<file path="src/rtl/dmem_arbiter.sv">
// Two-port arbiter in front of a single-port data memory: one access per 3 cycles,
// port 0 preferred with a bounded wait for port 1. Optional counters: DMEM_ARB_STATS_EN.
module dmem_arbiter #(
  parameter int ADDR_W   = 32,
  parameter int DATA_W   = 32,
  parameter int MAX_WAIT = 4
) (
  input  logic              clk,
  input  logic              resetn,
  input  logic              req0,
  input  logic              req1,
  input  logic [ADDR_W-1:0] addr0,
  input  logic [ADDR_W-1:0] addr1,
  input  logic [DATA_W-1:0] wdata0,
  input  logic [DATA_W-1:0] wdata1,
  input  logic              we0,
  input  logic              we1,
  output logic              ack0,
  output logic              ack1,
  output logic [DATA_W-1:0] rdata0,
  output logic [DATA_W-1:0] rdata1,
  output logic              busy,
  output logic [ADDR_W-1:0] mem_A,
  output logic [DATA_W-1:0] mem_WD,
  output logic              mem_WE,
  input  logic [DATA_W-1:0] mem_RD
`ifdef DMEM_ARB_STATS_EN
  ,
  output logic [31:0]       conflict_cnt,
  output logic [31:0]       starve_cnt
`endif
);

  localparam int CW = (MAX_WAIT < 1) ? 1 : $clog2(MAX_WAIT + 1);
  localparam logic [CW-1:0] WAIT_MAX = CW'(MAX_WAIT);

  typedef enum logic [1:0] {IDLE, ACCESS, RESP} state_t;

  state_t        state;
  logic          owner;
  logic [CW-1:0] wait_cnt;
  logic          force1;
  logic          grant1;

  // port 1 wins when alone, or when port 0 has used up its consecutive-grant budget
  assign force1 = req0 & req1 & (wait_cnt == WAIT_MAX);
  assign grant1 = req1 & (~req0 | force1);

  always_ff @(posedge clk or negedge resetn) begin
    if (!resetn) begin
      state    <= IDLE;
      owner    <= 1'b0;
      wait_cnt <= '0;
      ack0     <= 1'b0;
      ack1     <= 1'b0;
      rdata0   <= '0;
      rdata1   <= '0;
      busy     <= 1'b0;
      mem_A    <= '0;
      mem_WD   <= '0;
      mem_WE   <= 1'b0;
    end else begin
      case (state)
        IDLE: begin
          mem_WE <= 1'b0;
          if (!req1 || grant1) wait_cnt <= '0;
          else                 wait_cnt <= wait_cnt + 1'b1;
          if (req0 || req1) begin
            owner  <= grant1;
            mem_A  <= grant1 ? addr1  : addr0;
            mem_WD <= grant1 ? wdata1 : wdata0;
            mem_WE <= grant1 ? we1    : we0;
            busy   <= 1'b1;
            state  <= ACCESS;
          end
        end
        ACCESS: begin
          // memory acted at the mid-cycle negedge; mem_WE low here means it was a read
          mem_WE <= 1'b0;
          if (!mem_WE) begin
            if (owner) rdata1 <= mem_RD;
            else       rdata0 <= mem_RD;
          end
          ack0  <= ~owner;
          ack1  <= owner;
          state <= RESP;
        end
        RESP: begin
          ack0  <= 1'b0;
          ack1  <= 1'b0;
          busy  <= 1'b0;
          state <= IDLE;
        end
        default: begin
          ack0   <= 1'b0;
          ack1   <= 1'b0;
          busy   <= 1'b0;
          mem_WE <= 1'b0;
          state  <= IDLE;
        end
      endcase
    end
  end

`ifdef DMEM_ARB_STATS_EN
  always_ff @(posedge clk or negedge resetn) begin
    if (!resetn) begin
      conflict_cnt <= '0;
      starve_cnt   <= '0;
    end else if (state == IDLE) begin
      if (req0 && req1 && conflict_cnt != 32'hFFFF_FFFF) conflict_cnt <= conflict_cnt + 32'd1;
      if (force1 && starve_cnt != 32'hFFFF_FFFF)         starve_cnt   <= starve_cnt + 32'd1;
    end
  end
`endif

endmodule

</file>
<file path="config.mk">
export PLATFORM = sky130hd
export DESIGN_NAME = dmem_arbiter
export DESIGN_NICKNAME = d
export VERILOG_FILES = /design/src/rtl/dmem_arbiter.sv
export SDC_FILE = /design/constraint.sdc
export NUM_CORES = 1
export LEC_CHECK = 0
export CORE_MARGIN = 2
export CORE_UTILIZATION = 40
export DETAILED_ROUTE_END_ITERATION = 16
export PLACE_DENSITY = 0.77
export SYNTH_ARGS = -nofsm -noshare
export SYNTH_HDL_FRONTEND = slang
export SYNTH_SLANG_ARGS = --single-unit
</file>
<file path="constraint.sdc">
create_clock -name clk -period 4.5 [get_ports clk]
set_input_delay 0.9 -clock clk [delete_from_list [all_inputs] [get_ports clk]]
set_output_delay 0.9 -clock clk [all_outputs]
set_load 0.02 [all_outputs]
</file>
---- After elaboration in Yosys (flattened, before gate mapping) ----
Cells that the tools add are included.
storage, ports and cells
  bits in registers ....................... 138
  input bits .............................. 166
  output and inout bits ................... 132
  word-level logic and storage cells ...... 44
operators by class
  add/subtract/negate cells ............... 1
  equality and inequality tests ........... 4
  mux-type cells .......................... 12
  bitwise logic cells ..................... 8
  reduce and logical (&&, ||, !) cells .... 8
operators with widths
  cell                                                             number
  32-bit 2-to-1 mux                                                2
  1-bit one-hot mux with 2 select lines                            4
  3-bit AND reduction                                              2
  1-bit NOT                                                        4
  2-bit one-hot mux with 2 select lines                            1
  2-bit AND reduction                                              2
  3-bit by 1-bit adder with 3-bit output, second input constant    1
  1-bit bitwise AND                                                3
  3-bit == test, second input constant                             1
  1-bit 2-to-1 mux                                                 3
  3-bit 2-to-1 mux                                                 1
  2-bit by 1-bit == test with 1-bit output, second input constant  1
  2-bit == test, second input constant                             1
  2-bit zero test                                                  1
  1-bit logical OR                                                 2
  2-bit 2-to-1 mux                                                 1
  2-bit inequality test, second input constant                     1
  1-bit zero test                                                  1
  1-bit OR                                                         1

---- Depth between registers and ports, before layout ----
  word-level depth ........................ 7
  gate-level depth with buffers ........... 7
  gate-level depth less buffers ........... 5

---- Worst setup path before layout ----
OpenSTA, ideal clock, no wires.
  path type ............................... input port to flip-flop
  from .................................... input req1
  to ...................................... register mem_A[12]
  library setup time ...................... 0.087 ns
  arrival ................................. 1.820 ns
  required time ........................... 4.413 ns
  slack ................................... 2.593 ns
  cell stages on the path ................. 6
  buffers on the path ..................... 3
  path through ............................ buf_4 -> nor2_1 -> buf_2 -> buf_1 -> o21ai_1 -> o211ai_1
on the way
  word-level cells in the longest chain between the ends .. 5
  elaborated cells on any way between the ends .. 7
  those cells by class .................... mux: 1; bitwise: 4; reduce/logical: 2
RTL lines
  element                         line  text
  start, declared                 11    input logic req1,
  1-bit bitwise AND (2 in a row)  46    assign force1 = req0 & req1 & (wait_cnt == WAIT_MAX);
  1-bit OR                        47    assign grant1 = req1 & (~req0 | force1);
  1-bit bitwise AND               47
  32-bit 2-to-1 mux               70    mem_A <= grant1 ? addr1 : addr0;
  end signal, assigned            70
  end, declared                   23    output logic [ADDR_W-1:0] mem_A,
Parallel ways exist; a longest one is shown, timed or not.
A chain may end at the register's enable or synchronous reset.

---- Final worst setup path ----
  from .................................... input req0
  to ...................................... register mem_WD[12]
on the way
  word-level cells in the longest chain between the ends .. 5
  elaborated cells on any way between the ends .. 8
  those cells by class .................... mux: 1; bitwise: 5; reduce/logical: 2
RTL lines
  element                         line  text
  start, declared                 10    input logic req0,
  1-bit bitwise AND (2 in a row)  46
  1-bit OR                        47
  1-bit bitwise AND               47
  32-bit 2-to-1 mux               71    mem_WD <= grant1 ? wdata1 : wdata0;
  end signal, assigned            71
  end, declared                   24    output logic [DATA_W-1:0] mem_WD,
Parallel ways exist; a longest one is shown, timed or not.

==> key figures <==
CTS
  • Clk slew on worst S/H paths: 60 ps
  • Number of H-tree levels: 4
  • Post-cts repair resize count: 0
  • Clock latency on the worst-skew pair: 410 ps
  • Root cell of the clock tree: clkbuf_16
  • Max Root-Sink Buffers: 2
  • Hold bufs inserted after CTS: 0
  • Total clock sinks: 138
  • Post-CTS Setup Inserts: 0
  • Number of CTS-inserted buffers: 17
  • CTS tree: built

Yosys
  • Syn_nets: 732
  • Combinational family with the most area after synthesis: multiplexers
  • Gate count of the mapped netlist: 564
  • Parity-gate share of the synthesized area counting xor and xnor cells: 0%
  • Synthesis-stage register bit count: 138
  • Total standard cell area after synthesis: 6650 um2
  • Post-synthesis adder-cell area fraction: 0.376%
  • Share of the yosys chip area belonging to registers: 51.9%
  • Yosys cell types: 30
  • Mux share of post-synthesis cell area: 14.5%
  • Post-synthesis simple-gate area fraction: 12.6%
  • Warning count from the yosys run: 0
  • Syn avg cell area: 11.8 um2
  • Post-synthesis compound-gate area fraction: 13.8%

Die
  • Total die area: 17700 um2
  • Effective utilization at floorplan: 40.5%
  • Boundary pin count: 298
  • Die width: 133 um
  • Die span in y: 133 um
  • Standard-cell row count: 47
  • Core box area: 16400 um2

Placement
  • Detailed Place HPWL: 13.8 mm
  • Final estimated routing congestion in global placement: 0.809
  • Count of input and output buffers: 297
  • Area post-placement: 9580 um2

Route
  • First DRT Iteration DRCs: 294
  • Amount of wire on met3 after detailed routing: 2.09 mm
  • Routed vias/inst: 5.50
  • DRT Wirelength: 20.7 mm
  • Initial DRT Pass Iterations: 5
  • Post-DRT Antenna Nets: 0
  • Residual DRC count: 0
  • Routed length on met2: 9.73 mm
  • Via count of the routed design: 5814
  • DR top layer: met4
  • Met1 layer wirelength in the final routing: 8.46 mm
  • Post-detailed-route wirelength per cell: 19.5 um

Cells and area
  • Layout cell share with drive strength beyond 1: 14.8%
  • Diode insertion count for antenna repair: 0
  • Final standard cell area without fillers: 10200 um2
  • # fillers: 1307
  • Final core occ: 62.2%
  • Layout Nets: 993
  • Area growth, synth to finish: 53.5%

Worst setup path
  • Reg2reg start: state[1]$_DFFE_PN0N_
  • Worst path arrival time: 2880 ps
  • Reg2reg end: wait_cnt[2]$_DFFE_PN0P_
  • Worst path required time: 4770 ps
  • Path depth of the worst reg2reg path: 4
  • Reg-to-reg setup timing slack: 2080 ps
  • Critical path fanouts, max: 39
  • Critical path capture point type: register
  • Startpoint class of the critical path: input port
  • Classification of the worst setup path: input port to register

Status
  • Outcome: finished clean

STA
  • Time the final worst path needs with I/O delays and setup: 2610 ps
  • Worst Max-Slew Pin Slew: 1270 ps
  • Final hold vios: 0
  • Final setup skew: 7.27 ps
  • Relative slew slack: 15.2%
  • Number of setup violations in the final report: 0
  • Unrepaired setup endpoints after global routing: false
  • Fraction of the cycle the final worst path needs: 58.0%
  • Count of pins over their slew limit: 0
  • Setup TNS: 0 ps
  • Highest attainable clock frequency: 383 MHz

GRT
  • Congestion Overflow GR: 0
  • GRT Util Overall: 23.4%
  • Number of global-route vias before repair: 5767
  • First-pass GRT wire length: 32.6 mm
  • Initial antenna violation count: 0
  • Pin count of the biggest net entering global routing: 77

Flow run
  • MaxCap Viol Count: 0

Power
  • Reported leakage power: 4.06 nW
  • Worst-case vdd ir drop: 350 uV
  • Pwr/cell area: 743 nW/um2

Hold path
  • Hold Crit Class: input port to asynchronous set/reset pin
## synth_stat cells
cell	n	area share (%)
buf_1	10	0.56
buf_6	5	0.85
o211ai_2	10	1.9
nand2_1	2	0.11
a21boi_1	1	0.11
o21ai_1	38	2.9
o22ai_1	2	0.19
nor2_1	4	0.23
or2_1	2	0.19
nor2b_4	1	0.21
a21bo_2	1	0.15
mux2i_1	2	0.30
nor2_4	1	0.17
o21ai_0	29	2.2
a31oi_1	2	0.19
buf_12	6	1.8
and3_4	2	0.34
and2_1	1	0.094
dfrtp_1	138	52
inv_1	7	0.40
nand4_1	65	6.1
a221oi_1	1	0.13
clkbuf_1	29	1.6
mux2_1	4	0.68
mux2_4	60	14
ha_1	2	0.38
buf_2	10	0.75
nand3_1	68	5.1
buf_4	7	0.79
o211ai_1	54	6.1
## cell type report
class / count / area, um2 / share of cell area (%)
clock buffer: 18 / 429 / 4.21
sequential: 138 / 3450 / 33.8
tap: 220 / 275 / 2.70
clock inverter: 14 / 195 / 1.91
inverter: 7 / 26.3 / 0.258
multi-input combinational: 352 / 2750 / 27.0
timing repair buffer: 309 / 3070 / 30.1
## where the power goes
| group | leakage (nW) | switching, mW | total [mW] | internal [mW] |
|---|---|---|---|---|
| logic | 2.09 | 1.92 | 3.87 | 1.95 |
| clock network | 0.293 | 0.549 | 1.48 | 0.930 |
| registers | 1.67 | 0.369 | 2.23 | 1.86 |
| total | 4.06 | 2.84 | 7.58 | 4.75 |
## cells in the final DEF (no fill, tap or decap), types with 10 or more instances in the layout
master | synthesis | final
o211ai_1 | 54 | 54
nand4_1 | 65 | 65
clkdlybuf4s50_1 | 0 | 295
dfrtp_1 | 138 | 138
o21ai_1 | 38 | 38
nand3_1 | 68 | 68
mux2_4 | 60 | 60
clkbuf_16 | 0 | 17
o21ai_0 | 29 | 29
buf_4 | 7 | 11
o211ai_2 | 10 | 10
## cells by family (layout without fill, tap and decap cells)
| group | after synthesis | count (layout) |
|---|---|---|
| and+or+nand+nor | 146 | 146 |
| DFF | 138 | 138 |
| adders and majority gates | 2 | 2 |
| buffers and inverters | 74 | 348 |
| muxes | 66 | 66 |
| AOI/OAI and AO/OA | 138 | 138 |
## state kept, by name, indices dropped and copies added (netlist names), 2 cells and up
| signal | cells |
|---|---|
| rdata1 | 32 |
| mem_WD | 32 |
| state | 2 |
| mem_A | 32 |
| wait_cnt | 3 |
| rdata0 | 32 |
## how the worst max path moves through the flow
stage | from | to | slack [ps]
2_1_floorplan | req1 | mem_A[12]$_DFFE_PN0P_ | 2590
3_3_place_gp | req0 | mem_WD[24]$_DFFE_PN0P_ | 1540
3_5_place_dp | req0 | mem_WD[12]$_DFFE_PN0P_ | 1470
4_1_cts | req0 | mem_WD[2]$_DFFE_PN0P_ | 1920
5_1_grt | req0 | mem_WD[12]$_DFFE_PN0P_ | 1820
6_report | req0 | mem_WD[12]$_DFFE_PN0P_ | 1890
## metrics by stage
step	std cells	setup WS [ps]	hold slack [ps]	total power [mW]
after global placement	1026	1540	469	6.04
final	1058	1890	490	7.58
after global routing	1058	1820	514	7.99
after detailed placement	1026	1470	478	6.12
after floorplan	564	2590	472	4.49
after CTS	1058	1920	492	7.65
## critical path, stage by stage
cell and delay [ps]:
clkdlybuf4s50_1 530, a21bo_2 620, and2_2 250, buf_4 380
o211ai_1 170
## per-layer routing
layer / up-vias / GRT usage (%)
met4: 0 / 7.71
met5: - / 0
li1: 2646 / -
met2: 288 / 36.7
met3: 27 / 8.51
met1: 2853 / 30.1
No activity file was read; power rests on OpenSTA's default activity.
